File: config.mk
export PLATFORM = sky130hd
export DESIGN_NAME = gf163_reduce
export DESIGN_NICKNAME = d
export VERILOG_FILES = /design/src/rtl/gf163_pkg.sv /design/src/rtl/gf163_fold.sv /design/src/rtl/gf163_reduce.sv
export SDC_FILE = /design/constraint.sdc
export NUM_CORES = 1
export LEC_CHECK = 0
export ABC_AREA = 0
export CAP_MARGIN = 20
export CORE_MARGIN = 2
export CORE_UTILIZATION = 50
export DETAILED_ROUTE_END_ITERATION = 7
export DONT_BUFFER_PORTS = 1
export PLACE_DENSITY = 0.63
export SYNTH_ARGS = -nofsm -noshare
export SYNTH_HDL_FRONTEND = slang
export SYNTH_SLANG_ARGS = --single-unit
File: constraint.sdc
create_clock -name clk -period 4.5 [get_ports clk]
set_input_delay 0.675 -clock clk [delete_from_list [all_inputs] [get_ports clk]]
set_output_delay 0.675 -clock clk [all_outputs]
set_load 0.1 [all_outputs]
File: src/rtl/gf163_pkg.sv
// Shared constants, reduction taps and FSM encoding for the B-163/K-163 reduction stage.
// f(x) = x^163 + x^7 + x^6 + x^3 + 1, so x^163 folds back onto taps {0,3,6,7}.
package gf163_pkg;

  localparam int M       = 163;
  localparam int PROD_W  = 2 * M - 1;  // 325
  localparam int NTAPS   = 4;
  localparam int MAX_TAP = 7;

  localparam int unsigned TAPS [NTAPS] = '{0, 3, 6, 7};

  // After the first fold the highest possible degree is (PROD_W-1-M) + MAX_TAP = 168.
  localparam int FOLD1_W = PROD_W - M + MAX_TAP;  // 169
  localparam int FOLD2_H = FOLD1_W - M;           // 6

  typedef enum logic [1:0] {
    IDLE  = 2'd0,
    FOLD1 = 2'd1,
    FOLD2 = 2'd2,
    HOLD  = 2'd3
  } state_t;

endpackage

File: src/rtl/gf163_fold.sv
// One combinational reduction fold: res = lo ^ hi * (1 + x^3 + x^6 + x^7) over GF(2).
// Output is wide enough to hold both lo and the highest shifted copy of hi.
module gf163_fold
  import gf163_pkg::*;
#(
  parameter int HI_W  = 162,
  parameter int LO_W  = 163,
  parameter int OUT_W = (LO_W > HI_W + MAX_TAP) ? LO_W : HI_W + MAX_TAP
) (
  input  logic [HI_W-1:0]  hi,
  input  logic [LO_W-1:0]  lo,
  output logic [OUT_W-1:0] res
);

  logic [OUT_W-1:0] term [NTAPS];
  logic [OUT_W-1:0] sum;

  // One shifted copy of hi per nonzero coefficient of the reduction polynomial tail.
  for (genvar gi = 0; gi < NTAPS; gi++) begin : g_tap
    assign term[gi] = OUT_W'(hi) << TAPS[gi];
  end

  always_comb begin
    sum = OUT_W'(lo);
    for (int t = 0; t < NTAPS; t++) begin
      sum = sum ^ term[t];
    end
  end

  assign res = sum;

endmodule

File: src/rtl/gf163_reduce.sv
// Sequential reduction of a 325-bit GF(2) product modulo x^163+x^7+x^6+x^3+1.
// Two folds, one per cycle, with valid/ready handshakes on both sides.
module gf163_reduce
  import gf163_pkg::*;
(
  input  logic              clk,
  input  logic              rst,
  input  logic              in_valid,
  output logic              in_ready,
  input  logic [PROD_W-1:0] in_prod,
  output logic              out_valid,
  input  logic              out_ready,
  output logic [M-1:0]      out_res
);

  state_t             state_reg, state_next;
  logic [PROD_W-1:0]  acc_reg;
  logic [M-1:0]       res_reg;
  logic               out_valid_reg;

  logic [FOLD1_W-1:0] fold1_res;
  logic [M-1:0]       fold2_res;

  // Both folds read the accumulator continuously; the state decides which result is kept.
  gf163_fold #(
    .HI_W (PROD_W - M),
    .LO_W (M)
  ) u_fold1 (
    .hi  (acc_reg[PROD_W-1:M]),
    .lo  (acc_reg[M-1:0]),
    .res (fold1_res)
  );

  gf163_fold #(
    .HI_W (FOLD2_H),
    .LO_W (M)
  ) u_fold2 (
    .hi  (acc_reg[FOLD1_W-1:M]),
    .lo  (acc_reg[M-1:0]),
    .res (fold2_res)
  );

  always_comb begin
    state_next = state_reg;
    case (state_reg)
      IDLE:    if (in_valid) state_next = FOLD1;
      FOLD1:   state_next = FOLD2;
      FOLD2:   state_next = HOLD;
      HOLD:    if (out_ready) state_next = IDLE;
      default: state_next = IDLE;
    endcase
  end

  always_ff @(posedge clk) begin
    if (rst) begin
      state_reg     <= IDLE;
      acc_reg       <= '0;
      res_reg       <= '0;
      out_valid_reg <= 1'b0;
    end else begin
      state_reg <= state_next;
      case (state_reg)
        IDLE: begin
          if (in_valid) acc_reg <= in_prod;
        end
        FOLD1: begin
          // Degree now at most 168; clear everything above it.
          acc_reg <= {{(PROD_W - FOLD1_W){1'b0}}, fold1_res};
        end
        FOLD2: begin
          res_reg       <= fold2_res;
          out_valid_reg <= 1'b1;
        end
        HOLD: begin
          if (out_ready) out_valid_reg <= 1'b0;
        end
        default: ;
      endcase
    end
  end

  assign in_ready  = (state_reg == IDLE);
  assign out_valid = out_valid_reg;
  assign out_res   = res_reg;

endmodule

==> results.cfg, run 1 <==
[routing]
routed_wl_um = 69600
antenna_left = 0
avgViaCountPerCell = 5.87
dr.pass1.iters = 5
drc = 0
avgRoutedWirePerCell_um = 21.9
via_count = 18614
drt_iter0_drc = 1523

[global_route]
track_usage_pct = 26.6
antenna_found_initial = 36
grt_max_degree = 336
gr-total-overflow = 0
grt_pass1_vias = 18160
grt_pass1_wl_um = 107000

[yosys]
synthArstFlopShare_pct = 0
synth_area_per_cell_um2 = 9.13
ys.flop_type = dfxtp_1
ys_seq_area_share_pct = 40.6
synth_cell_types = 38
synth_cells = 2651
netlist_area_um2 = 24200
syn-num-nets = 2984
synth_edf_count = 0
ys_ff_latch = 491
ys_warn_count = 0

[floorplan]
start_util_pct = 50.7
core_area_um2 = 47700
die_x_um = 224
rows = 80
io_pins = 494
dieHeight_um = 224
die-area_um2 = 50200

[min_path]
min_path_type = input pin to flip-flop

[final_layout]
largest_register_ff_count = 325
stdcell_count = 3171
syn2layout_area_growth_pct = 7.54
fill_cells = 4336
final_cell_mix = dfxtp_1, xnor2_1, nor2_1
layout_commonest_cell = dfxtp_1
multi_input_area_um2 = 13300
seq_area_um2 = 9830
drive_above_1_share_pct = 4.54
fin_nets = 2825

[critical_path]
cp.arrival_ns = 3.83
crit_chain = inv_1 > ha_1 > buf_4 > mux2_8 > nand3_4 > buf_12 > o21ai_1
path_buf_inv = 3
cp_top_family = buffers and inverters
cp-start-kind = flip-flop
setup.worst_path.end_class = flip-flop
max_stage_delay_ns = 0.75
path_class = flip-flop to flip-flop
worstPathMaxFanout = 133
critPathSlowestCell = mux2_8
required_ns = 5.03

[place]
dpl.cell_count = 3050
globalplace.congestion = 0.852
port-buffer-count = 0
dp_slack_ns = 1.35
dp_hpwl_um = 45500

[run]
cap_violations = 0

[sta]
setup_tns_ns = 0
hold_violations = 0
skew_ns = 0.0237
fin_ws_ns = 1.20
clock.fmax_mhz = 303
finalCritPeriodShare_pct = 73.4
tightest_slew_ns = 1.15
rsz0062_at_grt = false
drv_slew = 0
setup-violations-final = 0
holdWs_ns = 0.138
relSlewSlack_pct = 23.4
fin_crit_ns = 3.30

[clocking]
cts_htree_levels = 2
cts_sinks = 491
clk_latency_ns = 0.61
hold_buffers = 0
cts_buffers = 53
cts_setup_buffers = 0
post_cts_resized = 0
cts_root_buf = clkbuf_16
cts_tree = built
path_clk_slew_ns = 0.06
cts_buffer_depth = 3

[pwr]
p_leak_nw = 10.1
power_density_nw_per_um2 = 883
ir_drop_mv = 0.543

[run_status]
outcome = completed
[worst reg2reg max path, stage by stage (launching register included)]
cell and delay [ns]:
dfxtp_1 0.39, inv_1 0.11, ha_1 0.21, buf_4 0.26, mux2_8 0.75, nand3_4 0.63
buf_12 0.43, o21ai_1 0.44
[Yosys cell counts (all sizes together) (6+ instances only)]
| cell type | n | area, µm² |
|---|---|---|
| nand2 | 27 | 101 |
| nand2b | 7 | 43.8 |
| nor3 | 6 | 30.0 |
| mux2i | 160 | 1610 |
| dfxtp | 491 | 9830 |
| a211oi | 9 | 67.6 |
| xnor3 | 20 | 450 |
| clkbuf | 143 | 548 |
| a31oi | 133 | 832 |
| o21ai | 164 | 821 |
| and3 | 156 | 976 |
| and4 | 132 | 1160 |
| a21oi | 220 | 1100 |
| nor2 | 335 | 1260 |
| buf | 89 | 507 |
| xnor2 | 377 | 3310 |
| xor2 | 154 | 1350 |
[final timing paths]
kind / endpoint / start / depth (start not counted) / slack [ns]
setup / recovery: acc_reg[16]$_SDFFE_PP0P_ / state_reg[0]$_SDFFE_PP0P_ / 7 / 1.20
hold / removal: out_res[135]$_SDFFE_PP0P_ / rst / 1 / 0.14
setup reg to reg: acc_reg[16]$_SDFFE_PP0P_ / state_reg[0]$_SDFFE_PP0P_ / 7 / 1.20
hold reg to reg: out_res[11]$_SDFFE_PP0P_ / out_res[11]$_SDFFE_PP0P_ / 2 / 0.48
[per-layer routing]
metal	part of all wire (%)	global-route usage, %
met3	7.3	7.07
met2	46	42.4
met1	43	34.1
met5	0.26	0
met4	3.4	11.0
[where the power goes]
part	switching [mW]	total [mW]	internal [mW]
sequential	2.91	8.57	5.67
combinational	5.17	9.98	4.81
clock	1.85	4.41	2.56
total	9.93	23.0	13.0
[kinds of logic after synthesis]
logic type / share of synthesized area, %
simple gates: 15.1
xor+xnor: 21.1
compound gates: 11.9
flops: 40.6
buf+inv: 4.44
mux: 6.70
fa+ha+maj: 0.207
[area by class of cell]
cell class / instances / area share, %
diodes: 21 / 0.202
clock buffers: 79 / 6.13
clock inverters: 19 / 0.678
inverters: 5 / 0.120
multi-input cells: 1923 / 51.3
flip-flops and latches: 491 / 37.8
well taps: 615 / 2.96
repair buffers: 18 / 0.890
[stage by stage]
stage | utilization, % | total power [mW] | instance area (µm²)
floorplan | - | 16.8 | 24200
global placement | 50.6 | 18.3 | 24200
detailed placement | 50.6 | 18.5 | 24200
CTS | 54.3 | 23.0 | 25900
global route | 54.5 | 24.4 | 26000
finish | 54.5 | 23.0 | 26000
Power figures use the tool's default switching activity.
==> run 2: changes to the inputs <==
Settings changed: PLACE_DENSITY 0.63 to 0.66.
Clock period 4.5 ns to 2.9 ns, I/O delays scaled along.
==> run 2 against run 1 <==
  * Global-route usage is 1.3 points higher
  * Sequential share of layout area is 3.0 points lower
  * Via count grew 6.6%
  * Die area unchanged
  * Flip-flop and latch count did not move
  * Power increased by 62%
  * First-iteration DRC count grew 3.9%
  * Combinational power is 69% higher
  * Register-to-register slack worse by 1.1 ns
  * Final area grew 8.8%
  * Non-clock buffer count grew 209
  * Critical path type unchanged
  * Critical endpoint is now acc_reg[322]$_SDFFE_PP0P_
  * Largest cell class unchanged
  * Highest routed layer unchanged
==> results.cfg, run 2 (synthesis gave the netlist of run 1 again) <==
[critical_path]
crit_chain = inv_1 > ha_2 > mux2_8 > buf_16 > and3_1 > a21oi_1 > nor2_1 > dlygate4sd3_1
cp-start-kind = flip-flop
worstPathMaxFanout = 106
required_ns = 3.38
cp.arrival_ns = 3.28
cp_top_family = buffers and inverters
path_class = flip-flop to flip-flop
max_stage_delay_ns = 0.56
setup.worst_path.end_class = flip-flop
critPathSlowestCell = dlygate4sd3_1
path_buf_inv = 3

[run]
cap_violations = 0

[clocking]
path_clk_slew_ns = 0.06
cts_root_buf = clkbuf_16
cts_tree = built
cts_buffer_depth = 3
clk_latency_ns = 0.60
cts_htree_levels = 2
cts_buffers = 53
cts_sinks = 491

[floorplan]
die_x_um = 224
start_util_pct = 50.7
io_pins = 494
die-area_um2 = 50200
rows = 80
core_area_um2 = 47700
dieHeight_um = 224

[routing]
drc = 0
dr.pass1.iters = 5
drt_iter0_drc = 1582
antenna_left = 0
avgRoutedWirePerCell_um = 21.5
via_count = 19843
avgViaCountPerCell = 5.87
routed_wl_um = 72800

[place]
globalplace.congestion = 0.851
dp_slack_ns = 0.439
port-buffer-count = 0
dp_hpwl_um = 46100
dpl.cell_count = 3072

[sta]
tightest_slew_ns = 1.10
skew_ns = 0.0181
drv_slew = 0
hold_violations = 0
finalCritPeriodShare_pct = 96.8
setup-violations-final = 0
fin_crit_ns = 2.81
fin_ws_ns = 0.0915
relSlewSlack_pct = 26.7
clock.fmax_mhz = 356

[final_layout]
fin_nets = 3035
layout_commonest_cell = dfxtp_1
stdcell_count = 3381
drive_above_1_share_pct = 5.28
syn2layout_area_growth_pct = 17.0
largest_register_ff_count = 325
fill_cells = 4162
final_cell_mix = dfxtp_1, xnor2_1, nor2_1

[run_status]
outcome = completed

[pwr]
ir_drop_mv = 0.723
power_density_nw_per_um2 = 1310
p_leak_nw = 11.5

[global_route]
antenna_found_initial = 29
grt_pass1_wl_um = 112000
gr-total-overflow = 0
grt_max_degree = 189
grt_pass1_vias = 19547
track_usage_pct = 27.9

[min_path]
min_path_type = input pin to flip-flop
==> run 2: cell count changes in the layout (fill, tap and decap cells not counted), moves of 2 or more <==
cell	before	now
bufinv_16	2	6
dlygate4sd3_1	0	185
clkbuf_1	10	6
buf_16	0	2
clkinv_4	0	2
buf_4	9	24
clkinv_8	2	0
buf_12	8	13
buf_6	0	2
clkbuf_8	17	12
clkbuf_16	53	56
==> run 2: what timing repair did <==
action | 4_1_cts | 5_1_grt
setup buffers | 0 | 2
endpoints found under the setup margin | 0 | 50
resized for setup | 0 | 4
hold buffers | 186 | 0
endpoints found under the hold margin | 329 | 0
==> run 2: worst register-to-register path, delay by kind of cell, from the launching register on <==
kind	cells	cell delay, ns
flip-flops	1	0.36
multiplexers	1	0.52
adder cells (fa/ha/maj)	1	0.30
AND/OR/NAND/NOR	2	0.36
AO/OA/AOI/OAI	1	0.13
buffers and inverters	3	1.02
==> run 2: cell type report <==
cell class                 instances  area [µm²]  area share [%]
timing repair buffer             227        2390            8.46
clock buffer                      73        1560            5.53
antenna                           21        52.6           0.186
tap                              615         769            2.72
clock inverter                    25         294            1.04
multi-input combinational       1924       13400            47.2
sequential                       491        9830            34.7
inverter                           5        33.8           0.119
==> run 2: path summary, 6_finish.rpt <==
path | startpoint | slack (ns) | end | depth (start not counted)
setup / recovery | state_reg[0]$_SDFFE_PP0P_ | 0.09 | acc_reg[322]$_SDFFE_PP0P_ | 8
hold / removal | in_prod[119] | 0.04 | acc_reg[119]$_SDFFE_PP0P_ | 2
setup reg to reg | state_reg[0]$_SDFFE_PP0P_ | 0.09 | acc_reg[322]$_SDFFE_PP0P_ | 8
hold reg to reg | acc_reg[4]$_SDFFE_PP0P_ | 0.51 | acc_reg[4]$_SDFFE_PP0P_ | 2
==> run 2: through the flow <==
stage                     setup TNS, ns  util [%]  power [mW]  hold slack [ns]  cell area (µm²)
after floorplan                       0         -        26.0            0.462            24200
after global placement                0      51.2        28.7            0.468            24400
after detailed placement              0      51.2        29.0            0.474            24400
after CTS                             0      59.0        37.0          0.00637            28200
after global routing           -0.00173      59.3        39.5           0.0177            28300
final                                 0      59.3        37.2           0.0402            28300
==> run 2: per-layer routing <==
layer	wire, µm	track usage (%)
met1	30000	35.3
met2	33800	44.5
met3	5570	7.28
met4	3300	13.1
met5	149	0
==> run 2: report_power, final <==
part | internal (mW) | leakage (nW) | total [mW] | switching (mW)
logic | 8.36 | 6.60 | 16.9 | 8.55
registers | 8.79 | 4.01 | 13.1 | 4.32
clock network | 4.30 | 0.920 | 7.19 | 2.89
